--- src/rtl/pe_pkg.sv ---
// -----------------------------------------------------------------------------
// pe_pkg
// Shared definitions for the priority-encoder request front end.
//   CODE_*     : 2-bit codes produced by the PE ({o2,o1}); CODE_NONE = no request
//   NUM_REQ    : number of request lines feeding the PE
//   state_t    : handshake FSM states of pe_req_latch
//   code_to_onehot : maps a serviced code back to the pending bit it clears
// -----------------------------------------------------------------------------
package pe_pkg;

  localparam logic [1:0] CODE_NONE = 2'd0;
  localparam logic [1:0] CODE_Q1   = 2'd1;
  localparam logic [1:0] CODE_Q2   = 2'd2;
  localparam logic [1:0] CODE_Q3   = 2'd3;

  localparam int NUM_REQ = 3;

  typedef enum logic {
    IDLE  = 1'b0,
    OFFER = 1'b1
  } state_t;

  // Code 1..3 selects pending bit 0..2; CODE_NONE selects nothing.
  function automatic logic [NUM_REQ-1:0] code_to_onehot(input logic [1:0] code);
    logic [NUM_REQ-1:0] onehot;
    onehot = '0;
    case (code)
      CODE_Q1: onehot = 3'b001;
      CODE_Q2: onehot = 3'b010;
      CODE_Q3: onehot = 3'b100;
      default: onehot = 3'b000;
    endcase
    return onehot;
  endfunction

endpackage

--- src/rtl/pe_req_sync.sv ---
// -----------------------------------------------------------------------------
// pe_req_sync
// Brings one asynchronous request line into the clock domain and turns it into
// a registered capture pulse.
//   clock     in  : sole clock, rising edge
//   reset_n   in  : asynchronous active-low reset
//   raw_req   in  : asynchronous request line
//   capture   out : EDGE_MODE=1 -> one-cycle pulse per synced rising edge
//                   EDGE_MODE=0 -> high every cycle the synced level is high
// Latency: a rise first sampled at edge k gives capture=1 during the cycle
// after edge k+SYNC_STAGES, so the consumer registers it at edge k+SYNC_STAGES+1.
// SYNC_STAGES must lie in 2..4.
// -----------------------------------------------------------------------------
module pe_req_sync #(
  parameter int SYNC_STAGES = 2,
  parameter bit EDGE_MODE   = 1'b1
) (
  input  logic clock,
  input  logic reset_n,
  input  logic raw_req,
  output logic capture
);

  logic [SYNC_STAGES-1:0] sync_reg;
  logic                   synced_d_reg;
  logic [SYNC_STAGES:0]   fill_reg;
  logic                   capture_reg;
  logic                   capture_next;

  // fill_reg tracks which pipeline flops hold a genuine sample since reset.
  // Without it, a line already high across reset release would look like a
  // fresh rising edge (the edge flop resets to 0), producing a bogus capture.
  always_ff @(posedge clock or negedge reset_n) begin
    if (!reset_n) begin
      sync_reg     <= '0;
      synced_d_reg <= 1'b0;
      fill_reg     <= '0;
      capture_reg  <= 1'b0;
    end else begin
      sync_reg     <= {sync_reg[SYNC_STAGES-2:0], raw_req};
      synced_d_reg <= sync_reg[SYNC_STAGES-1];
      fill_reg     <= {fill_reg[SYNC_STAGES-1:0], 1'b1};
      capture_reg  <= capture_next;
    end
  end

  always_comb begin
    capture_next = 1'b0;
    if (EDGE_MODE) begin
      capture_next = fill_reg[SYNC_STAGES] & sync_reg[SYNC_STAGES-1] & ~synced_d_reg;
    end else begin
      capture_next = sync_reg[SYNC_STAGES-1];
    end
  end

  assign capture = capture_reg;

endmodule

--- src/rtl/pe_req_latch.sv ---
// -----------------------------------------------------------------------------
// pe_req_latch
// Front end of the 3-input priority encoder (PE). Synchronises three async
// request lines, keeps each as a sticky pending bit driven onto the PE inputs,
// registers the PE's code and offers it downstream on valid/ready. Acceptance
// clears only the pending bit that was serviced.
//   clock        in  1 : sole clock, rising edge
//   reset_n      in  1 : asynchronous active-low reset
//   raw_req      in  3 : async requests; bit0->q1, bit1->q2, bit2->q3
//   q1,q2,q3     out 1 : registered pending bits to the PE
//   enc_code     in  2 : {o2,o1} from the PE, combinational from q1..q3
//   out_valid    out 1 : out_code is valid
//   out_ready    in  1 : downstream accepts out_code this cycle
//   out_code     out 2 : 3=q3, 2=q2, 1=q1; never 0 while out_valid
//   overrun      out 3 : sticky, a capture hit an already-pending bit
//   clr_overrun  in  1 : synchronous clear of all overrun bits
// -----------------------------------------------------------------------------
module pe_req_latch
  import pe_pkg::*;
#(
  parameter int SYNC_STAGES = 2,
  parameter bit EDGE_MODE   = 1'b1
) (
  input  logic         clock,
  input  logic         reset_n,
  input  logic [2:0]   raw_req,
  output logic         q1,
  output logic         q2,
  output logic         q3,
  input  logic [1:0]   enc_code,
  output logic         out_valid,
  input  logic         out_ready,
  output logic [1:0]   out_code,
  output logic [2:0]   overrun,
  input  logic         clr_overrun
);

  logic [NUM_REQ-1:0] capture;
  logic [NUM_REQ-1:0] pending_reg;
  logic [NUM_REQ-1:0] pending_next;
  logic [NUM_REQ-1:0] overrun_reg;
  logic [NUM_REQ-1:0] overrun_next;
  logic [NUM_REQ-1:0] overrun_set;
  logic [NUM_REQ-1:0] service_clr;
  logic [1:0]         out_code_reg;
  logic [1:0]         out_code_next;
  state_t             state_reg;
  state_t             state_next;

  // One synchroniser/edge detector per request line.
  genvar gi;
  generate
    for (gi = 0; gi < NUM_REQ; gi++) begin : g_sync
      pe_req_sync #(
        .SYNC_STAGES (SYNC_STAGES),
        .EDGE_MODE   (EDGE_MODE)
      ) u_sync (
        .clock   (clock),
        .reset_n (reset_n),
        .raw_req (raw_req[gi]),
        .capture (capture[gi])
      );
    end
  endgenerate

  // Handshake FSM. out_code is loaded only on the IDLE->OFFER transition, so a
  // higher-priority request arriving mid-offer cannot disturb the offered code.
  always_comb begin
    state_next    = state_reg;
    out_code_next = out_code_reg;
    service_clr   = '0;
    case (state_reg)
      IDLE: begin
        // enc_code==0 with pending bits set means the PE misbehaved; waiting
        // in IDLE is the only safe response since there is no code to offer.
        if (enc_code != CODE_NONE) begin
          out_code_next = enc_code;
          state_next    = OFFER;
        end
      end
      OFFER: begin
        if (out_ready) begin
          service_clr = code_to_onehot(out_code_reg);
          state_next  = IDLE;
        end
      end
      default: state_next = IDLE;
    endcase
  end

  // Capture is ORed in after the clear, so a capture landing on the accept
  // cycle of the same bit keeps it pending.
  always_comb begin
    pending_next = (pending_reg & ~service_clr) | capture;
  end

  // Level mode re-captures every cycle the line is high, so a repeat capture
  // there is expected and never reported. A simultaneous service clear turns
  // the capture into a fresh request rather than an overrun.
  always_comb begin
    overrun_set = '0;
    if (EDGE_MODE) begin
      overrun_set = capture & pending_reg & ~service_clr;
    end
    overrun_next = (overrun_reg & ~{NUM_REQ{clr_overrun}}) | overrun_set;
  end

  always_ff @(posedge clock or negedge reset_n) begin
    if (!reset_n) begin
      state_reg    <= IDLE;
      out_code_reg <= CODE_NONE;
      pending_reg  <= '0;
      overrun_reg  <= '0;
    end else begin
      state_reg    <= state_next;
      out_code_reg <= out_code_next;
      pending_reg  <= pending_next;
      overrun_reg  <= overrun_next;
    end
  end

  assign q1        = pending_reg[0];
  assign q2        = pending_reg[1];
  assign q3        = pending_reg[2];
  assign out_valid = (state_reg == OFFER);
  assign out_code  = out_code_reg;
  assign overrun   = overrun_reg;

endmodule

--- config.mk ---
export PLATFORM = sky130hd
export DESIGN_NAME = pe_req_latch
export DESIGN_NICKNAME = d
export VERILOG_FILES = /design/src/rtl/pe_pkg.sv /design/src/rtl/pe_req_sync.sv /design/src/rtl/pe_req_latch.sv
export SDC_FILE = /design/constraint.sdc
export NUM_CORES = 1
export LEC_CHECK = 0
export ABC_AREA = 0
export CORE_MARGIN = 4
export CORE_UTILIZATION = 45
export CTS_CLUSTER_DIAMETER = 200
export DETAILED_ROUTE_END_ITERATION = 10
export PLACE_DENSITY = 0.74
export SLEW_MARGIN = 20
export SYNTH_ARGS = -nofsm -noshare
export SYNTH_HDL_FRONTEND = slang
export SYNTH_SLANG_ARGS = --single-unit
--- constraint.sdc ---
create_clock -name clock -period 1.4 [get_ports clock]
set_clock_uncertainty 0.2 [all_clocks]
set_input_delay 0.28 -clock clock [delete_from_list [all_inputs] [get_ports clock]]
set_output_delay 0.28 -clock clock [all_outputs]
set_load 0.005 [all_outputs]
After elaboration in Yosys (flattened, before gate mapping)
Cells that the tools add are included.
Storage, ports and cells
  register bits after elaboration: 30
  bits of input ports: 9
  output and inout port bits: 9
  logic and storage cells: 45
Cells by class
  bitwise operators: 18
  muxes and demuxes: 6
  equal/unequal tests: 3
  reductions and logical operators: 2
Operators with widths (count)
  $and A3 B3 Y3: 4
  $pmux W3 S3: 1
  $and A1 B1 Y1: 6
  $mux W3: 2
  $not A3 Y3: 2
  $or A3 B3 Y3: 2
  $eq A2 B2 Y1 const B: 2
  $not A1 Y1: 4
  $eq A2 B1 Y1 const B: 1
  $mux W1: 2
  $pmux W1 S2: 1
  $reduce_and A2 Y1: 1
  $reduce_bool A2 Y1: 1

Logic depth before layout (Yosys ltp)
  word-level depth: 7
  gate-level depth with buffers: 2
  depth with buffers taken out: 2

Modules after synthesis
Synthesis repeated with hierarchy kept, for this count alone.
Unflattened totals
  cells, all modules: 53
  area total of the unflattened synthesis: 909.6 um^2
Modules (own cells, without submodules)
  pe_req_sync: sequential area each 175.2 um^2, times used 3, area each 187.7 um^2, cells an instance 9
  pe_req_latch: sequential area each 225.2 um^2, times used 1, area each 346.6 um^2, cells an instance 26

Least setup slack after synthesis
No wires, ideal clock.
  path kind: register to register
  start point: register out_code_reg[0] (netlist: out_code[0])
  end point: register overrun_reg[1] (netlist: overrun[1])
  period minus slack after synthesis: 1.175 ns
  setup slack: 0.225 ns
  cell stages (with the launch flop): 3
  library setup time: 0.121 ns
  data required time: 1.079 ns
  arrival time: 0.854 ns
  buffers on the path: 0
  cells stage by stage: dfrtp_1 nand4b_1 a32o_2
On the way
  word-level cells in the longest chain between the ends: 7
  elaborated cells on any way between the ends: 9
  those cells by class: eq/ne: 3; mux: 3; bitwise: 3
RTL lines
  start, declared: line pe_req_latch.sv:45  | logic [1:0] out_code_reg;
  start signal, assigned: line pe_req_latch.sv:116  | out_code_reg <= out_code_next;
  $eq A2 B2 Y1 / $eq A2 B1 Y1 (equally long branches): line pe_pkg.sv:27  | case (code)
  $pmux W3 S3 (*): line pe_pkg.sv:27
  $mux W3 (*): line pe_req_latch.sv:82  | if (out_ready) begin
  $mux W3 (*): line pe_req_latch.sv:72  | case (state_reg)
  $not A3 Y3 (*): line pe_req_latch.sv:103  | overrun_set = capture & pending_reg & ~service_clr;
  $and A3 B3 Y3 (*): line pe_req_latch.sv:103
  $or A3 B3 Y3 (*): line pe_req_latch.sv:105  | overrun_next = (overrun_reg & ~{NUM_REQ{clr_overrun}}) | overrun_set;
  net overrun_next[1]: line pe_req_latch.sv:42  | logic [NUM_REQ-1:0] overrun_next;
  end signal, assigned: line pe_req_latch.sv:118  | overrun_reg <= overrun_next;
  end, declared: line pe_req_latch.sv:41  | logic [NUM_REQ-1:0] overrun_reg;
The timed path passes the listed nets; every way through them passes the cells marked *.
A chain may end at the register's enable or synchronous reset.

Final worst setup path
  start point: register out_code_reg[1] (netlist: out_code[1])
  end point: output out_code[1]
RTL lines
  end, declared: line pe_req_latch.sv:33  | output logic [1:0] out_code,
No word-level cell between the ends.

==> flow_metrics.tcl <==
set metrics [dict create \
    status "finished clean" \
    final_util 0.678 \
    r2r.worst_path.cells 3 \
    worstPathCellList "buf_2" \
    power_per_cell_area_nw_per_um2 1380 \
    grt-ovfl-total 0 \
    cts_root_buf "clkbuf_4" \
    cp_top_family "flip-flops" \
    cpMaxStageDelayCell "dfrtp_1" \
    antenna_cells 0 \
    clkSlewWorstSetupHoldPaths_ps 120 \
    peakVddDrop_mv 0.870 \
    reg2reg_slack_ps 80 \
    die_h_um 48.8 \
    grt_util_all_layers 0.105 \
    clockBufferDepth 2 \
    timing.hold.ws_ps 120 \
    hold_viol_final 0 \
    dpl_cell_area_um2 982 \
    die_w_um 48.8 \
    critPathLaunchType "register" \
    slowest_delay_ps 420 \
    maxCapViolCount 0 \
    crit_arrival_ps 850 \
    route.detailed.drc 0 \
    critPathMaxFanout 2 \
    cp-startpoint "out_code[1]$_DFFE_PN0P_" \
    tritoncts "yes" \
    core.rowCount 14 \
    leakage_nw 0.519 \
    rsz0062_at_grt "no" \
    final_area_um2 1040 \
    max_freq_mhz 750 \
    path_buf_inv 1 \
    grt_max_degree 25 \
    seq_area_frac_synth 0.801 \
    viasPerCell 5.00 \
    port_buffers 17 \
    min_period_ps 1330 \
    ys_ff_latch 24 \
    drt_wl_total_um 1190 \
    fin_nets 92 \
    largest_reg_flops 6 \
    synth_area_per_cell_um2 15.6 \
    grt_first_pass_wirelength_um 1980 \
    syn_to_final_growth_pct 39.4 \
    dpl.hpwl_um 781 \
    core_area_um2 1540 \
    reg2reg_from "out_code[0]$_DFFE_PN0P_" \
    drtIter0Drc 8 \
    hp-class "in2async" \
    vias 490 \
    io_pins 18 \
    grt_pass1_vias 477 \
    routedWlPerCell_um 12.2 \
    worstSkewPairLatency_ps 300 \
    period_share 0.953 \
    setup_viol 0 \
    die_area_um2 2380 \
    endpoint_kind "primary output" \
    start_util 0.486 \
    ctsHoldBuffers 0 \
    htreeDepth 1 \
    syn_area_um2 749 \
    gp_congestion 0.796 \
    netlist_instances 48 \
    drt-pass1-iter-count 4 \
    drv_slew 0 \
    rr_endpoint "overrun[1]$_DFF_PN0_" \
    synth_nets 57 \
    critPathKind "reg2out" \
    required_ps 920 \
    cts_buffers 3 \
    final_cell_mix "24 x dfrtp_1, 11 x buf_4, 8 x clkdlybuf4s50_1" \
    ys.warnings.count 0 \
    layout_commonest_cell "dfrtp_1" \
    grt_antenna_before_repair 0 \
    ant_nets 0 \
    yosysUniqueCellTypes 16 \
    final_layout_size_suffix_gt1_frac 0.354 \
    cts.sinks 24 \
]
Yosys cell counts:
cell type | number | area (µm²)
a32o_2 | 1 | 11.3
nor2b_1 | 1 | 6.26
nand2_1 | 3 | 11.3
nand4b_1 | 2 | 17.5
a21o_2 | 2 | 17.5
inv_1 | 2 | 7.51
o21ai_0 | 1 | 5.00
nor3_1 | 1 | 5.00
nand2b_1 | 1 | 6.26
a21o_1 | 2 | 15.0
a21oi_1 | 1 | 5.00
conb_1 | 1 | 3.75
dfrtp_1 | 24 | 601
nand4_1 | 1 | 6.26
a32o_1 | 2 | 20.0
nor2_1 | 3 | 11.3
metrics by stage:
step,power [W],instances,worst slack (ps),TNS [ps]
2_1_floorplan,0.000897,48,225,0
3_3_place_gp,0.00108,85,-137,-564
3_5_place_dp,0.00109,85,-148,-657
4_1_cts,0.00147,96,-1.63,-1.63
5_1_grt,0.00153,98,22.8,0
6_report,0.00145,98,66.1,0
worst max path at each step:
stage                                 to  slack, ps  depth (start not counted)
floorplan           overrun[1]$_DFF_PN0_        220                          2
global placement    overrun[1]$_DFF_PN0_       -140                          3
CTS                                   q3         -2                          1
finish                       out_code[1]         70                          1
global route                 out_code[1]         20                          1
detailed placement  overrun[1]$_DFF_PN0_       -150                          3
metal layers:
metal / global-route usage / wire length [µm]
met1: 0.121 / 576
met4: 0.0538 / 7
met5: 0 / 0
met3: 0.0306 / 74
met2: 0.176 / 532
worst register-to-register path, stage by stage, from the launching register on:
cell	delay, ps
dfrtp_1	400
buf_4	140
nand4b_1	190
a32o_2	280
kinds of logic (layout without fill, tap and decap cells):
family | count (synthesis) | after routing | share of synthesized area
flops | 24 | 24 | 0.801
compound gates | 9 | 9 | 0.0985
buf+inv | 2 | 36 | 0.0100
simple gates | 12 | 12 | 0.0852
other cells | 1 | 1 | 0.00500
final cells by class:
cell class	count	area (µm²)
flip-flops and latches	24	601
fillers	110	497
repair buffers	30	239
multi-input cells	22	141
clock buffers	4	36.3
well taps	16	20.0
inverters	2	7.51
power by group:
group          internal (W)  switching [W]  total, W  leakage (nW)
sequential         0.000767      0.0000382  0.000805         0.287
clock              0.000159       0.000184  0.000342        0.0210
combinational      0.000192       0.000108  0.000300         0.211
timing repair:
| action | in CTS | in global routing |
|---|---|---|
| gates resized for setup | 25 | 6 |
| pin swaps | 1 | 1 |
| setup buffers | 7 | 3 |
| endpoints found under the setup margin | 9 | 7 |
Note: power is estimated with default switching activity, not from simulation.
